### src/rtl/sumador_segmentado.sv
// ---------------------------------------------------------------------------
// sumador_segmentado
//
// Carry-segmented pipelined adder. Two WIDTH-bit unsigned operands are added
// one SW-bit slice per stage (SW = WIDTH/STAGES), the carry of each slice
// being registered and consumed by the next stage. A tag travels alongside
// the data and is incremented once per stage. Valid/ready handshaking on both
// sides; the whole pipeline advances together whenever the output register is
// empty or being consumed.
//
// Parameters
//   WIDTH   operand/sum width, multiple of STAGES
//   STAGES  number of pipeline stages (= adder slices), >= 1
//   IDX_W   tag width
//
// Ports
//   clk_i        rising-edge clock
//   rst_ni       asynchronous active-low reset, clears every register
//   in_valid_i   operands and tag valid
//   in_ready_o   block accepts operands this cycle
//   in_idx_i     tag
//   in_a_i       operand A
//   in_b_i       operand B
//   out_valid_o  output holds a result
//   out_ready_i  consumer takes the result this cycle
//   out_idx_o    tag after the pipeline (in_idx + STAGES, wrapping)
//   out_sum_o    sum
//   out_carry_o  carry out of bit WIDTH-1
//
// Configuration
//   SUMADOR_SAT_EN  when defined, out_sum_o saturates to all ones whenever
//                   the final carry is set; out_carry_o still reports it.
// ---------------------------------------------------------------------------
module sumador_segmentado #(
    parameter int WIDTH  = 8,
    parameter int STAGES = 2,
    parameter int IDX_W  = 4
) (
    input  logic             clk_i,
    input  logic             rst_ni,
    input  logic             in_valid_i,
    output logic             in_ready_o,
    input  logic [IDX_W-1:0] in_idx_i,
    input  logic [WIDTH-1:0] in_a_i,
    input  logic [WIDTH-1:0] in_b_i,
    output logic             out_valid_o,
    input  logic             out_ready_i,
    output logic [IDX_W-1:0] out_idx_o,
    output logic [WIDTH-1:0] out_sum_o,
    output logic             out_carry_o
);

    localparam int SW = WIDTH / STAGES;

    // Single advance enable for the whole pipeline: move when the last stage
    // is empty or its result is being taken, otherwise every register holds.
    logic en;
    assign en         = out_ready_i | ~out_valid_o;
    assign in_ready_o = en;

    for (genvar k = 0; k < STAGES; k++) begin : g_stage
        // RW: operand bits not yet added when entering stage k
        // LW: sum bits already computed when leaving stage k
        localparam int RW = WIDTH - k * SW;
        localparam int LW = (k + 1) * SW;

        logic [RW-1:0]    a_cur;
        logic [RW-1:0]    b_cur;
        logic             cin;
        logic             valid_d;
        logic [IDX_W-1:0] idx_src;
        logic [IDX_W-1:0] idx_d;
        logic [SW:0]      slice_w;
        logic [LW-1:0]    sum_d;

        logic             valid_q;
        logic [IDX_W-1:0] idx_q;
        logic [LW-1:0]    sum_q;
        logic             carry_q;

        // Stage 0 is fed from the ports with a zero carry-in; later stages
        // take the delayed upper operands, the lower partial sum and the
        // registered carry of the previous stage.
        if (k == 0) begin : g_head
            assign a_cur   = in_a_i;
            assign b_cur   = in_b_i;
            assign cin     = 1'b0;
            assign valid_d = in_valid_i;
            assign idx_src = in_idx_i;
            assign sum_d   = slice_w[SW-1:0];
        end else begin : g_body
            assign a_cur   = g_stage[k-1].g_fwd.a_q;
            assign b_cur   = g_stage[k-1].g_fwd.b_q;
            assign cin     = g_stage[k-1].carry_q;
            assign valid_d = g_stage[k-1].valid_q;
            assign idx_src = g_stage[k-1].idx_q;
            assign sum_d   = {slice_w[SW-1:0], g_stage[k-1].sum_q};
        end

        // The lowest SW bits of the remaining operands are this stage's slice.
        assign slice_w = {1'b0, a_cur[SW-1:0]} + {1'b0, b_cur[SW-1:0]}
                       + {{SW{1'b0}}, cin};
        assign idx_d   = idx_src + IDX_W'(1);

        always_ff @(posedge clk_i or negedge rst_ni) begin
            if (!rst_ni) begin
                valid_q <= 1'b0;
                idx_q   <= '0;
                sum_q   <= '0;
                carry_q <= 1'b0;
            end else if (en) begin
                valid_q <= valid_d;
                idx_q   <= idx_d;
                sum_q   <= sum_d;
                carry_q <= slice_w[SW];
            end
        end

        // Upper operand slices still waiting for their stage; the last stage
        // has nothing left to delay.
        if (k < STAGES - 1) begin : g_fwd
            localparam int UW = RW - SW;

            logic [UW-1:0] a_q;
            logic [UW-1:0] b_q;

            always_ff @(posedge clk_i or negedge rst_ni) begin
                if (!rst_ni) begin
                    a_q <= '0;
                    b_q <= '0;
                end else if (en) begin
                    a_q <= a_cur[RW-1:SW];
                    b_q <= b_cur[RW-1:SW];
                end
            end
        end
    end

    assign out_valid_o = g_stage[STAGES-1].valid_q;
    assign out_idx_o   = g_stage[STAGES-1].idx_q;
    assign out_carry_o = g_stage[STAGES-1].carry_q;

`ifdef SUMADOR_SAT_EN
    assign out_sum_o = g_stage[STAGES-1].carry_q ? '1 : g_stage[STAGES-1].sum_q;
`else
    assign out_sum_o = g_stage[STAGES-1].sum_q;
`endif

endmodule

### config.mk
export PLATFORM = sky130hd
export DESIGN_NAME = sumador_segmentado
export DESIGN_NICKNAME = d
export VERILOG_FILES = /design/src/rtl/sumador_segmentado.sv
export SDC_FILE = /design/constraint.sdc
export NUM_CORES = 1
export LEC_CHECK = 0
export ABC_AREA = 1
export CAP_MARGIN = 20
export CORE_MARGIN = 5
export CORE_UTILIZATION = 39
export DETAILED_ROUTE_END_ITERATION = 10
export PLACE_DENSITY_LB_ADDON = 0.2
export SETUP_SLACK_MARGIN = 0.1
export SLEW_MARGIN = 0
export SYNTH_ARGS = -nofsm -noshare
export SYNTH_HDL_FRONTEND = slang
export SYNTH_SLANG_ARGS = --single-unit
export TNS_END_PERCENT = 5
### constraint.sdc
create_clock -name clk_i -period 1.7 [get_ports clk_i]
set_clock_uncertainty 0.05 [all_clocks]
set_input_delay 0.17 -clock clk_i [delete_from_list [all_inputs] [get_ports clk_i]]
set_output_delay 0.17 -clock clk_i [all_outputs]
set_load 0.05 [all_outputs]
======== Yosys cells after proc, flatten, opt, wreduce, memory -nomap -nowiden ========
Cells that the tools add are included.
word-level totals
  output and inout bits ................... 15
  register bits ........................... 32
  logic and storage cells ................. 17
  input bits .............................. 24
cells by class
  bitwise gates (word level) .............. 2
  add/sub/neg operators ................... 5
operators with widths
  operator                                                       count
  4-bit by 4-bit adder with 5-bit output                         2
  4-bit by 1-bit adder with 4-bit output, second input constant  2
  5-bit by 1-bit adder with 5-bit output                         1
  1-bit inverter                                                 1
  1-bit OR                                                       1

======== Logic depth before layout (Yosys ltp) ========
  depth after elaboration ................. 2
  gate-level depth with buffers ........... 7
  depth with buffers taken out ............ 7

======== Worst setup path after synthesis ========
No wires, ideal clock.
  path type ............................... reg2reg
  from .................................... register g_stage[0].carry_q
  to ...................................... register g_stage[1].carry_q (netlist: out_carry_o)
  clock period less this slack ............ 1687 ps
  slack ................................... 13 ps
  buffers on the path ..................... 0
  arrival ................................. 1511 ps
  required time ........................... 1524 ps
  library setup time ...................... 126 ps
  cell stages (with the launch flop) ...... 7
  cells stage by stage .................... dfrtp_1 -> fa_1 -> fa_1 -> nand2_1 -> inv_1 -> o21ai_0 -> a21oi_1
on the way
  longest elaborated chain between the ends .. 1
ends and longest elaborated chain
  what                                    RTL line  source
  start: declaration                      79        logic carry_q;
  start signal: assignment                115       carry_q <= slice_w[SW];
  5-bit by 1-bit adder with 5-bit output  102       + {{SW{1'b0}}, cin};
  end signal: assignment                  115
  end: declaration                        79
No other way between the ends.
A chain may end at the register's enable or synchronous reset.

======== Final worst setup path ========
Ends and elaborated chain as after synthesis.

==> results.yml <==
die:
  core_mm2: 0.00374
  die_y_um: 72.7
  initial_core_util_pct: 40.9
  row_count: 22
  ios: 39
  fp.dieW_um: 72.7
  fp.dieArea_mm2: 0.00528
worst_setup_path:
  crit_family: "adder cells"
  cp-end-kind: "flop"
  rr_endpoint: "out_carry_o"
  cp.arrival_ns: 1.77
  ff2ff_setup_slack_ns: 0.04
  cp_max_fo: 2
  r2r_cells: 6
  worst_path_max_delay_cell: "fa_2"
  cp_slowest_stage_delay_ns: 0.41
  cp_cell_sequence: "fa_2 -> fa_2 -> nand2_1 -> inv_1 -> o21ai_1 -> a21oi_1"
  cp_common_cell: "fa_2"
  cp.required_ns: 1.82
  path_buf_inv: 1
  r2r_start: "g_stage[0].carry_q"
  start_kind: "flop"
  crit_type: "flop to flop"
cells_and_area:
  nets: 253
  drive_above_1_share_pct: 15.6
  final_cell_mix: "nand2_1, dfrtp_1, clkdlybuf4s50_1"
  fin_cells: 266
  mostFrequentLayoutCell: "nand2_1"
  fill_cells: 372
  utilization_pct: 54.9
  area_growth_pct: 34.0
  final_cell_area_mm2: 0.00205
  diodes: 0
sta:
  final.period_utilization_pct: 97.5
  setup_viol: 0
  relSlewSlack_pct: 67.6
  timing_hold_violations_final: 0
  period_needed_ns: 1.66
  fmax_ghz: 0.604
  slew_viol_final: 0
  worst_pin_slew_ns: 0.488
  rsz0062_at_grt: "yes"
  setup_slack_ns: 0.0432
power_and_ir_drop:
  ir_worst_vdd_mv: 0.540
  p_switching_mw: 1.01
  p_per_area_mw_per_mm2: 1270
  combPwrFrac_pct: 38.2
  internal_power_mw: 1.60
  p_sw_share_pct: 38.7
  p_clk_share_pct: 22.7
  p_seq_share_pct: 39.1
  p_leak_nw: 1.04
synth:
  synth_nets: 208
  syn_inst: 172
  ys_seq_elements: 32
  yosys_warnings: 0
  syn_avg_cell_area_um2: 8.91
  netlist_area_mm2: 0.00153
  synth.distinct_cells: 17
  ys_seq_area_share_pct: 52.2
place:
  place_inst: 256
  dpl.hpwl_um: 2250
  port_buffers: 38
  place_area_mm2: 0.00194
  gp_congestion: 0.818
  place_worst_setup_slack_ns: -0.000848
clock_tree:
  clk_latency_ns: 0.28
  clk_pin_slew_ns: 0.07
  ctsHtreeMaxLevel: 2
  cts_hold_buf: 0
  ctsLongestPathBuffers: 2
  cts_tree: "done"
  cts_root_buffer: "clkbuf_8"
  cts_sinks: 32
  cts_buffers: 5
job:
  drv_cap: 0
drt:
  dr_total_vias: 1233
  wl_per_cell_um: 11.7
  ant_nets: 0
  drt_wl_total_um: 3100
  viasPerCell: 4.64
  first_pass_iters: 4
  drtIter0Drc: 67
  drc_errors: 0
global_route:
  antenna_found_initial: 0
  grt_max_degree: 36
  overflow: 0
  grtUsageTotal_pct: 13.3
  grt_pass1_wl_um: 5520
  grt_pass1_vias: 1231
worst_hold_path:
  min_path_type: "input pin to async pin"
status:
  status: "finished, final reports clean"
cells in the mapped netlist (all sizes together):
cell type | n | area, um^2
o22ai | 1 | 6.26
a21oi | 3 | 15.0
nor2 | 10 | 45.0
inv | 13 | 48.8
fa | 3 | 60.1
o31ai | 1 | 7.51
or2 | 1 | 6.26
nand2 | 68 | 255
o21ai | 15 | 75.1
dfrtp | 32 | 801
ha | 9 | 113
buf | 6 | 42.5
xnor2 | 2 | 17.5
nand3 | 8 | 40.0
how the worst max path moves through the flow:
| stage | startpoint | slack, ns | endpoint | cells past startpoint |
|---|---|---|---|---|
| 2_1_floorplan | g_stage[0].carry_q | 0.11 | out_carry_o | 6 |
| 3_3_place_gp | in_a_i[0] | 0.02 | g_stage[0].carry_q | 7 |
| 3_5_place_dp | g_stage[0].carry_q | -0.0008 | out_carry_o | 6 |
| 4_1_cts | g_stage[0].g_fwd.b_q[0] | 0.04 | out_sum_o[6] | 5 |
| 5_1_grt | g_stage[0].carry_q | -0.05 | out_carry_o | 6 |
| 6_report | g_stage[0].carry_q | 0.04 | out_carry_o | 6 |
layer usage:
metal	GRT usage [%]	up-vias	routed length, um
li1	-	630	-
met1	17.2	568	1390
met2	20.8	30	1460
met3	3.99	5	190
met4	4.92	0	53
met5	0	-	0
repair_timing:
item                       in CTS  in global routing
setup endpoints to repair       3                  3
pin swaps                       1                  4
resized for setup               2                  1
setup buffers                   1                  1
logic make-up (layout without fill, tap and decap cells):
group / count (synthesis) / in the layout / synth area share (%)
XOR/XNOR: 2 / 2 / 1.14
flip-flops: 32 / 32 / 52.2
AO/OA/AOI/OAI: 20 / 20 / 6.78
buffers and inverters: 19 / 65 / 5.96
adder cells (fa/ha/maj): 12 / 12 / 11.3
AND/OR/NAND/NOR: 87 / 87 / 22.6
worst register-to-register path: stages, from the launching register on:
cell and delay [ns]:
dfrtp_1 0.40, fa_2 0.41, fa_2 0.35, nand2_1 0.07, inv_1 0.05, o21ai_1 0.13, a21oi_1 0.08
flip-flops by register name (all words and copies together) (netlist names), 4 cells and up:
register / flops
g_stage.g_fwd.b_q: 4
g_stage.idx_q: 4
g_stage.g_fwd.a_q: 4
g_stage.sum_q: 4
out_idx_o: 4
out_sum_o: 8
area by class of cell:
class	instances	area, um^2	share of cell area [%]
clock buffer	6	82.6	4.02
clock inverter	2	10.0	0.487
inverter	13	48.8	2.38
multi-input combinational	121	651	31.7
sequential	32	801	39.0
tap	48	60.1	2.92
timing repair buffer	44	402	19.5
metrics by stage:
stage | total power [mW] | hold slack (ns) | TNS, ns
3_3_place_gp | 2.00 | 0.383 | 0
6_report | 2.61 | 0.237 | 0
5_1_grt | 2.79 | 0.278 | -0.0469
3_5_place_dp | 2.02 | 0.390 | -0.000848
4_1_cts | 2.63 | 0.250 | 0
2_1_floorplan | 1.68 | -0.176 | 0
power by group through the flow:
stage | Sequential, mW | Clock (mW) | Combinational (mW)
after CTS | 1.02 | 0.613 | 0.998
after global routing | 1.04 | 0.653 | 1.09
final | 1.02 | 0.591 | 0.997
after global placement | 1.03 | 0 | 0.972
after detailed placement | 1.04 | 0 | 0.989
after floorplan | 1.37 | 0 | 0.314
(Power assumes the default switching activity.)
